File: config.mk
export PLATFORM = sky130hd
export DESIGN_NAME = exec_unit_mc_flat
export DESIGN_NICKNAME = d
export VERILOG_FILES = /design/src/rtl/exec_unit_mc_if.sv /design/src/rtl/exec_unit_mc.sv /design/src/flat_wrapper.sv
export SDC_FILE = /design/constraint.sdc
export NUM_CORES = 1
export LEC_CHECK = 0
export BUFFER_PORTS_ARGS = -buffer_cell sky130_fd_sc_hd__buf_2
export CAP_MARGIN = 15
export CORE_MARGIN = 5
export CORE_UTILIZATION = 30
export DETAILED_ROUTE_END_ITERATION = 16
export PLACE_DENSITY = 0.5
export SETUP_SLACK_MARGIN = 0.2
export SYNTH_ARGS = -nofsm -noshare
export SYNTH_HDL_FRONTEND = slang
export SYNTH_SLANG_ARGS = --single-unit
File: constraint.sdc
create_clock -name clk -period 17 [get_ports clk]
set_clock_uncertainty 0.1 [all_clocks]
set_input_delay 2.55 -clock clk [delete_from_list [all_inputs] [get_ports clk]]
set_output_delay 2.55 -clock clk [all_outputs]
set_load 0.01 [all_outputs]
File: src/rtl/exec_unit_mc_if.sv
// Issue/result bundle for exec_unit_mc: issue side driven by the issuer (master),
// result side driven by the execute unit (slave).
interface exec_unit_mc_if #(
  parameter int XLEN   = 32,
  parameter int PC_W   = 14,
  parameter int ADDR_W = 6,
  parameter int IMM_W  = 16
);
  logic              in_valid;
  logic              in_ready;
  logic [PC_W-1:0]   pc;
  logic [5:0]        ope;
  logic [XLEN-1:0]   ds_val;
  logic [XLEN-1:0]   dt_val;
  logic [ADDR_W-1:0] dd;
  logic [IMM_W-1:0]  imm;
  logic [4:0]        opr;
  logic              busy;
  logic              b_taken;
  logic [PC_W-1:0]   b_addr;
  logic [ADDR_W-1:0] alu_addr;
  logic [XLEN-1:0]   alu_dd_val;

  modport master (
    output in_valid, pc, ope, ds_val, dt_val, dd, imm, opr,
    input  in_ready, busy, b_taken, b_addr, alu_addr, alu_dd_val
  );

  modport slave (
    input  in_valid, pc, ope, ds_val, dt_val, dd, imm, opr,
    output in_ready, busy, b_taken, b_addr, alu_addr, alu_dd_val
  );
endinterface

File: src/rtl/exec_unit_mc.sv
// Integer execute unit: branch resolve, single-cycle ALU/shift/link ops and an
// iterative radix-2 multiply that is only built when EXEC_MUL_EN is defined.
module exec_unit_mc #(
  parameter int XLEN     = 32,
  parameter int PC_W     = 14,
  parameter int ADDR_W   = 6,
  parameter int IMM_W    = 16,
  parameter int LINK_REG = 31
) (
  input logic           clk,
  input logic           rst,
  exec_unit_mc_if.slave bus
);

  localparam int SH_W = $clog2(XLEN);
  localparam logic [ADDR_W-1:0] LINK_ADDR = ADDR_W'(LINK_REG);

  localparam logic [5:0] OP_ADDI = 6'b001000;
  localparam logic [5:0] OP_ADD  = 6'b001100;
  localparam logic [5:0] OP_SUB  = 6'b010100;
  localparam logic [5:0] OP_SLLI = 6'b011000;
  localparam logic [5:0] OP_SLL  = 6'b011100;
  localparam logic [5:0] OP_SRLI = 6'b100000;
  localparam logic [5:0] OP_SRL  = 6'b100100;
  localparam logic [5:0] OP_SRAI = 6'b101000;
  localparam logic [5:0] OP_SRA  = 6'b101100;
  localparam logic [5:0] OP_LUI  = 6'b110000;
  localparam logic [5:0] OP_JAL  = 6'b000110;
  localparam logic [5:0] OP_JALR = 6'b001110;
  localparam logic [5:0] OP_BEQ  = 6'b010010;
  localparam logic [5:0] OP_BLE  = 6'b011010;
  localparam logic [5:0] OP_BEQI = 6'b110010;
  localparam logic [5:0] OP_BNEI = 6'b111010;
  localparam logic [5:0] OP_BLEI = 6'b100010;
  localparam logic [5:0] OP_BGEI = 6'b101010;

  logic [ADDR_W-1:0] alu_addr_q, alu_addr_d;
  logic [XLEN-1:0]   alu_dd_val_q, alu_dd_val_d;
  logic              b_taken_q, b_taken_d;
  logic [PC_W-1:0]   b_addr_q, b_addr_d;

  logic [XLEN-1:0]   imm_ext, opr_ext, op_a, op_b;
  logic [SH_W-1:0]   shamt;
  logic [PC_W-1:0]   pc_inc;
  logic [ADDR_W-1:0] res_addr;
  logic [XLEN-1:0]   res_val;
  logic              res_taken;

  assign imm_ext = {{(XLEN-IMM_W){bus.imm[IMM_W-1]}}, bus.imm};
  assign opr_ext = {{(XLEN-5){bus.opr[4]}}, bus.opr};
  assign op_a    = bus.ds_val;
  assign op_b    = bus.ope[2] ? bus.dt_val : imm_ext;
  assign shamt   = op_b[SH_W-1:0];
  assign pc_inc  = bus.pc + PC_W'(1);

  // Single-cycle decode; non-writing ops leave the writeback value unchanged.
  always_comb begin
    res_addr  = '0;
    res_val   = alu_dd_val_q;
    res_taken = 1'b0;
    case (bus.ope)
      OP_ADD, OP_ADDI: begin
        res_addr = bus.dd;
        res_val  = op_a + op_b;
      end
      OP_SUB: begin
        res_addr = bus.dd;
        res_val  = op_a - op_b;
      end
      OP_SLL, OP_SLLI: begin
        res_addr = bus.dd;
        res_val  = op_a << shamt;
      end
      OP_SRL, OP_SRLI: begin
        res_addr = bus.dd;
        res_val  = op_a >> shamt;
      end
      OP_SRA, OP_SRAI: begin
        res_addr = bus.dd;
        res_val  = $signed(op_a) >>> shamt;
      end
      OP_LUI: begin
        res_addr = bus.dd;
        res_val  = {bus.imm, bus.ds_val[XLEN-IMM_W-1:0]};
      end
      OP_JAL, OP_JALR: begin
        res_addr = LINK_ADDR;
        res_val  = {{(XLEN-PC_W){1'b0}}, pc_inc};
      end
      OP_BEQ:  res_taken = (bus.ds_val == bus.dt_val);
      OP_BLE:  res_taken = ($signed(bus.ds_val) <= $signed(bus.dt_val));
      OP_BEQI: res_taken = (bus.ds_val == opr_ext);
      OP_BNEI: res_taken = (bus.ds_val != opr_ext);
      OP_BLEI: res_taken = ($signed(bus.ds_val) <= $signed(opr_ext));
      OP_BGEI: res_taken = ($signed(bus.ds_val) >= $signed(opr_ext));
      default: res_taken = 1'b0;
    endcase
  end

`ifdef EXEC_MUL_EN
  localparam logic [5:0]      OP_MUL   = 6'b111100;
  localparam logic [SH_W-1:0] CNT_LAST = SH_W'(XLEN - 1);

  typedef enum logic [0:0] {S_IDLE = 1'b0, S_MUL = 1'b1} state_t;

  state_t            state_q, state_d;
  logic [SH_W-1:0]   cnt_q, cnt_d;
  logic [XLEN-1:0]   acc_q, acc_d;
  logic [XLEN-1:0]   mcand_q, mcand_d;
  logic [XLEN-1:0]   mplier_q, mplier_d;
  logic [ADDR_W-1:0] mul_dd_q, mul_dd_d;
  logic [XLEN-1:0]   acc_sum;

  assign acc_sum = acc_q + (mplier_q[0] ? mcand_q : '0);

  // Next-state and output update; the last step's sum goes straight to writeback.
  always_comb begin
    state_d      = state_q;
    cnt_d        = cnt_q;
    acc_d        = acc_q;
    mcand_d      = mcand_q;
    mplier_d     = mplier_q;
    mul_dd_d     = mul_dd_q;
    alu_addr_d   = '0;
    alu_dd_val_d = alu_dd_val_q;
    b_taken_d    = 1'b0;
    b_addr_d     = b_addr_q;
    case (state_q)
      S_IDLE: begin
        if (bus.in_valid) begin
          b_addr_d = bus.imm[PC_W-1:0];
          if (bus.ope == OP_MUL) begin
            state_d  = S_MUL;
            cnt_d    = '0;
            acc_d    = '0;
            mcand_d  = bus.ds_val;
            mplier_d = bus.dt_val;
            mul_dd_d = bus.dd;
          end else begin
            alu_addr_d   = res_addr;
            alu_dd_val_d = res_val;
            b_taken_d    = res_taken;
          end
        end else begin
          b_taken_d = 1'b0;
        end
      end
      S_MUL: begin
        acc_d    = acc_sum;
        mcand_d  = mcand_q << 1;
        mplier_d = mplier_q >> 1;
        if (cnt_q == CNT_LAST) begin
          state_d      = S_IDLE;
          cnt_d        = '0;
          alu_addr_d   = mul_dd_q;
          alu_dd_val_d = acc_sum;
        end else begin
          cnt_d = cnt_q + SH_W'(1);
        end
      end
      default: state_d = S_IDLE;
    endcase
  end

  // Multiply state and result registers.
  always_ff @(posedge clk) begin
    if (rst) begin
      state_q  <= S_IDLE;
      cnt_q    <= '0;
      acc_q    <= '0;
      mcand_q  <= '0;
      mplier_q <= '0;
      mul_dd_q <= '0;
    end else begin
      state_q  <= state_d;
      cnt_q    <= cnt_d;
      acc_q    <= acc_d;
      mcand_q  <= mcand_d;
      mplier_q <= mplier_d;
      mul_dd_q <= mul_dd_d;
    end
  end

  assign bus.in_ready = (state_q == S_IDLE);
  assign bus.busy     = (state_q == S_MUL);
`else
  // Every op completes in one cycle, so the unit never stalls.
  always_comb begin
    alu_addr_d   = '0;
    alu_dd_val_d = alu_dd_val_q;
    b_taken_d    = 1'b0;
    b_addr_d     = b_addr_q;
    if (bus.in_valid) begin
      alu_addr_d   = res_addr;
      alu_dd_val_d = res_val;
      b_taken_d    = res_taken;
      b_addr_d     = bus.imm[PC_W-1:0];
    end else begin
      b_taken_d = 1'b0;
    end
  end

  assign bus.in_ready = 1'b1;
  assign bus.busy     = 1'b0;
`endif

  always_ff @(posedge clk) begin
    if (rst) begin
      alu_addr_q   <= '0;
      alu_dd_val_q <= '0;
      b_taken_q    <= 1'b0;
      b_addr_q     <= '0;
    end else begin
      alu_addr_q   <= alu_addr_d;
      alu_dd_val_q <= alu_dd_val_d;
      b_taken_q    <= b_taken_d;
      b_addr_q     <= b_addr_d;
    end
  end

  assign bus.alu_addr   = alu_addr_q;
  assign bus.alu_dd_val = alu_dd_val_q;
  assign bus.b_taken    = b_taken_q;
  assign bus.b_addr     = b_addr_q;

endmodule

File: src/flat_wrapper.sv
// flat-port wrapper written by rule: the top's interface ports become plain ports
module exec_unit_mc_flat 
#(
  parameter int XLEN     = 32,
  parameter int PC_W     = 14,
  parameter int ADDR_W   = 6,
  parameter int IMM_W    = 16,
  parameter int LINK_REG = 31
)
  (clk, rst, bus_in_valid, bus_pc, bus_ope, bus_ds_val, bus_dt_val, bus_dd, bus_imm, bus_opr, bus_in_ready, bus_busy, bus_b_taken, bus_b_addr, bus_alu_addr, bus_alu_dd_val);
  exec_unit_mc_if #(.XLEN(XLEN), .PC_W(PC_W), .ADDR_W(ADDR_W), .IMM_W(IMM_W)) bus_i ();
  input logic clk;
  input logic rst;
  input wire logic [$bits(bus_i.in_valid)-1:0] bus_in_valid;
  input wire logic [$bits(bus_i.pc)-1:0] bus_pc;
  input wire logic [$bits(bus_i.ope)-1:0] bus_ope;
  input wire logic [$bits(bus_i.ds_val)-1:0] bus_ds_val;
  input wire logic [$bits(bus_i.dt_val)-1:0] bus_dt_val;
  input wire logic [$bits(bus_i.dd)-1:0] bus_dd;
  input wire logic [$bits(bus_i.imm)-1:0] bus_imm;
  input wire logic [$bits(bus_i.opr)-1:0] bus_opr;
  output wire logic [$bits(bus_i.in_ready)-1:0] bus_in_ready;
  output wire logic [$bits(bus_i.busy)-1:0] bus_busy;
  output wire logic [$bits(bus_i.b_taken)-1:0] bus_b_taken;
  output wire logic [$bits(bus_i.b_addr)-1:0] bus_b_addr;
  output wire logic [$bits(bus_i.alu_addr)-1:0] bus_alu_addr;
  output wire logic [$bits(bus_i.alu_dd_val)-1:0] bus_alu_dd_val;
  assign bus_i.in_valid = bus_in_valid;
  assign bus_i.pc = bus_pc;
  assign bus_i.ope = bus_ope;
  assign bus_i.ds_val = bus_ds_val;
  assign bus_i.dt_val = bus_dt_val;
  assign bus_i.dd = bus_dd;
  assign bus_i.imm = bus_imm;
  assign bus_i.opr = bus_opr;
  assign bus_in_ready = bus_i.in_ready;
  assign bus_busy = bus_i.busy;
  assign bus_b_taken = bus_i.b_taken;
  assign bus_b_addr = bus_i.b_addr;
  assign bus_alu_addr = bus_i.alu_addr;
  assign bus_alu_dd_val = bus_i.alu_dd_val;
  exec_unit_mc #(.XLEN(XLEN), .PC_W(PC_W), .ADDR_W(ADDR_W), .IMM_W(IMM_W), .LINK_REG(LINK_REG)) u_core (.clk(clk), .rst(rst), .bus(bus_i));
endmodule
==> flow_summary.json <==
{
  "status": "completed",
  "cp.arrival_ps": 8260,
  "crit_type": "in2reg",
  "ys_seq_area_share_pct": 9.81,
  "p_sw_share_pct": 50.9,
  "dp.cells": 2059,
  "hold_slack_ps": 372,
  "slew_headroom_pct": 28.2,
  "path_clk_slew_ps": 80,
  "synthArstFlopShare_pct": 0,
  "instances_no_fill": 2067,
  "finalPower_mw": 0.675,
  "setup_viol_count_final": 0,
  "syn_inst": 1507,
  "grt_pass1_vias": 12751,
  "place_congestion": 1.05,
  "gr-total-overflow": 0,
  "synth_top_area_share_pct": 11.3,
  "layout_common_cells": "172 x nand2_1, 165 x buf_2, 142 x nor2_1",
  "maxCapViolCount": 0,
  "start_kind": "input pin",
  "endpoint_kind": "flip-flop",
  "grt_pass1_wl_um": 82900,
  "fin_nets": 1818,
  "finalHoldViolCount": 0,
  "hold_class": "reg2reg",
  "dpl_cell_area_um2": 12000,
  "grt_max_degree": 63,
  "seq_power_share_pct": 20.1,
  "drt_first_pass_iters": 6,
  "crit_slowest_cell": "inv_4",
  "crit_buf_inv": 4,
  "via_per_inst": 6.35,
  "rows": 69,
  "clk_root_buffer_cell": "clkbuf_16",
  "synth_nets": 1720,
  "cts_buffer_depth": 2,
  "htreeDepth": 2,
  "clock-sinks": 53,
  "antenna_found_initial": 5,
  "initial_core_util_pct": 30.4,
  "diodes": 0,
  "p_sw_mw": 0.343,
  "internal-power_mw": 0.332,
  "synthXorXnorAreaFrac_pct": 4.69,
  "cts_tree": "built",
  "dr.first_iter.drc_count": 1516,
  "synth_cell_types": 87,
  "p_per_area_nw_per_um2": 55.4,
  "synth_area_leaders": "ha_1 11%, mux2i_1 10%, dfxtp_1 9.8%, a21oi_1 6.5%, nand2_1 6.0%",
  "cts_hold_buffers": 0,
  "avgSynthCellArea_um2": 7.18,
  "required_ps": 17150,
  "chipHeight_um": 200,
  "fin_ws_ps": 8890,
  "synth_area_um2": 10800,
  "fin_crit_sh_pct": 47.7,
  "tns_ps": 0,
  "critPathTopFamily": "compound AO/OA/AOI/OAI gates",
  "cts_buffers": 5,
  "synth_top_family_by_area": "compound AO/OA/AOI/OAI gates",
  "ys_seq_elements": 53,
  "routed_wl_um": 57400,
  "fmax_mhz": 123,
  "fp.dieW_um": 200,
  "synthFlopType": "dfxtp_1",
  "dieArea_um2": 40000,
  "crit_path_cell_trace": "buf_4 -> mux2_2 -> buf_4 -> inv_4 -> ha_1 -> inv_1 -> a221oi_2 -> nand4_1 -> nor4_2 -> o21ai_1 -> o31ai_1 -> xnor2_1 -> a21oi_1 -> ha_1 -> a21oi_1 -> o21ai_0 -> a211oi_1 -> nor2_1 -> a21oi_1 -> a31oi_1 -> or4_1 -> nand3_1",
  "worstMarginPinSlew_ps": 1050,
  "ys_warn_count": 0,
  "synthAdderAreaFrac_pct": 11.5,
  "synth_mux_area_share_pct": 16.2,
  "ant_nets": 0,
  "cts_setup_buffers": 0,
  "drive_gt1_share_pct": 16.2,
  "yosys.area_share.simple_pct": 22.3,
  "design_area_um2": 12200,
  "vias": 13120,
  "p_comb_share_pct": 63.2,
  "post-place-ws_ps": 8660,
  "io_pins": 169,
  "synth_area_leader_cell": "ha_1",
  "rsz0062_at_grt": "false",
  "portBuffers": 166,
  "final_core_util_pct": 34.3,
  "dp_hpwl_um": 43600,
  "layout_commonest_cell": "nand2_1",
  "core_um2": 35600,
  "drc": 0,
  "layout_min_cycle_time_ps": 8110,
  "synth_edf_count": 0,
  "ir_drop_mv": 0.0420,
  "leakagePower_nw": 5.12,
  "cpPeakStageDelay_ps": 620,
  "area_growth_pct": 12.7,
  "synth_compound_area_share_pct": 29.8,
  "ctsResizeCount": 0,
  "crit_fanout": 53,
  "clk_latency_ps": 300,
  "wl_per_cell_um": 27.8,
  "crit_top_cell": "a21oi_1",
  "clkPwrFrac_pct": 16.7,
  "grt_usage_pct": 27.5,
  "drv_slew": 0
}
## power groups by stage
stage	Sequential (mW)	Clock, mW	Combinational, mW
2_1_floorplan	0.142	0	0.253
5_1_grt	0.137	0.119	0.454
3_5_place_dp	0.139	0	0.413
6_report	0.136	0.113	0.426
4_1_cts	0.136	0.114	0.415
3_3_place_gp	0.139	0	0.412
## cell usage after synthesis (9+ instances only)
| cell type | count |
|---|---|
| inv_1 | 48 |
| dfxtp_1 | 53 |
| nand3_1 | 58 |
| ha_1 | 98 |
| xor2_1 | 14 |
| and3_1 | 15 |
| o221ai_1 | 9 |
| clkbuf_1 | 55 |
| a221oi_1 | 23 |
| o21ai_0 | 89 |
| and4_1 | 10 |
| nor2_1 | 142 |
| mux2i_1 | 111 |
| xnor2_1 | 44 |
| o211ai_1 | 16 |
| a31oi_1 | 26 |
| a21oi_1 | 141 |
| mux4_2 | 20 |
| nand4_1 | 15 |
| a211oi_1 | 31 |
| nor3_1 | 19 |
| mux2_2 | 17 |
| a311oi_1 | 17 |
| buf_2 | 27 |
| a21o_1 | 16 |
| nand2_1 | 172 |
| buf_1 | 10 |
| o22ai_1 | 13 |
| a22oi_1 | 17 |
| and2_1 | 15 |
| or3_1 | 14 |
| o21a_1 | 10 |
## area by class of cell
cell class / instances / area (µm²)
well taps: 461 / 577
clock buffers: 5 / 125
fillers: 3883 / 23400
clock inverters: 3 / 25.0
flip-flops and latches: 53 / 1060
repair buffers: 188 / 998
inverters: 50 / 190
multi-input cells: 1307 / 9220
## path summary, 6_finish.rpt
check,from,end,slack (ps),cells past startpoint
max,bus_ope[2],u_core.bus.alu_dd_val[31]$_SDFFE_PP0P_,8890,22
min,u_core.bus.alu_dd_val[4]$_SDFFE_PP0P_,u_core.bus.alu_dd_val[4]$_SDFFE_PP0P_,370,2
max reg2reg,u_core.bus.alu_dd_val[31]$_SDFFE_PP0P_,u_core.bus.alu_dd_val[31]$_SDFFE_PP0P_,15750,3
min reg2reg,u_core.bus.alu_dd_val[4]$_SDFFE_PP0P_,u_core.bus.alu_dd_val[4]$_SDFFE_PP0P_,370,2
## layer usage
metal	GRT usage, %	share of wire [%]	vias up
met1	34.9	40	6249
met5	0	0.11	-
met3	4.63	8.0	181
met4	14.7	6.6	8
li1	-	-	5935
met2	44.8	45	747
## worst reg2reg max path: stages, from the launching register on
cell and delay [ps]:
dfxtp_1 340, o21bai_1 130, or4_1 530, nand3_1 90
## sequential cells by signal, indices dropped and copies added, names as in the netlist
name,cells
u_core.bus.b_addr,14
u_core.bus.alu_dd_val,32
u_core.bus.b_taken,1
u_core.bus.alu_addr,6
## kinds of logic after synthesis
group,after synthesis
simple gates,511
compound gates,489
mux,148
buf+inv,147
fa+ha+maj,99
xor+xnor,58
flops,53
other cells,2
Power figures use the tool's default switching activity.
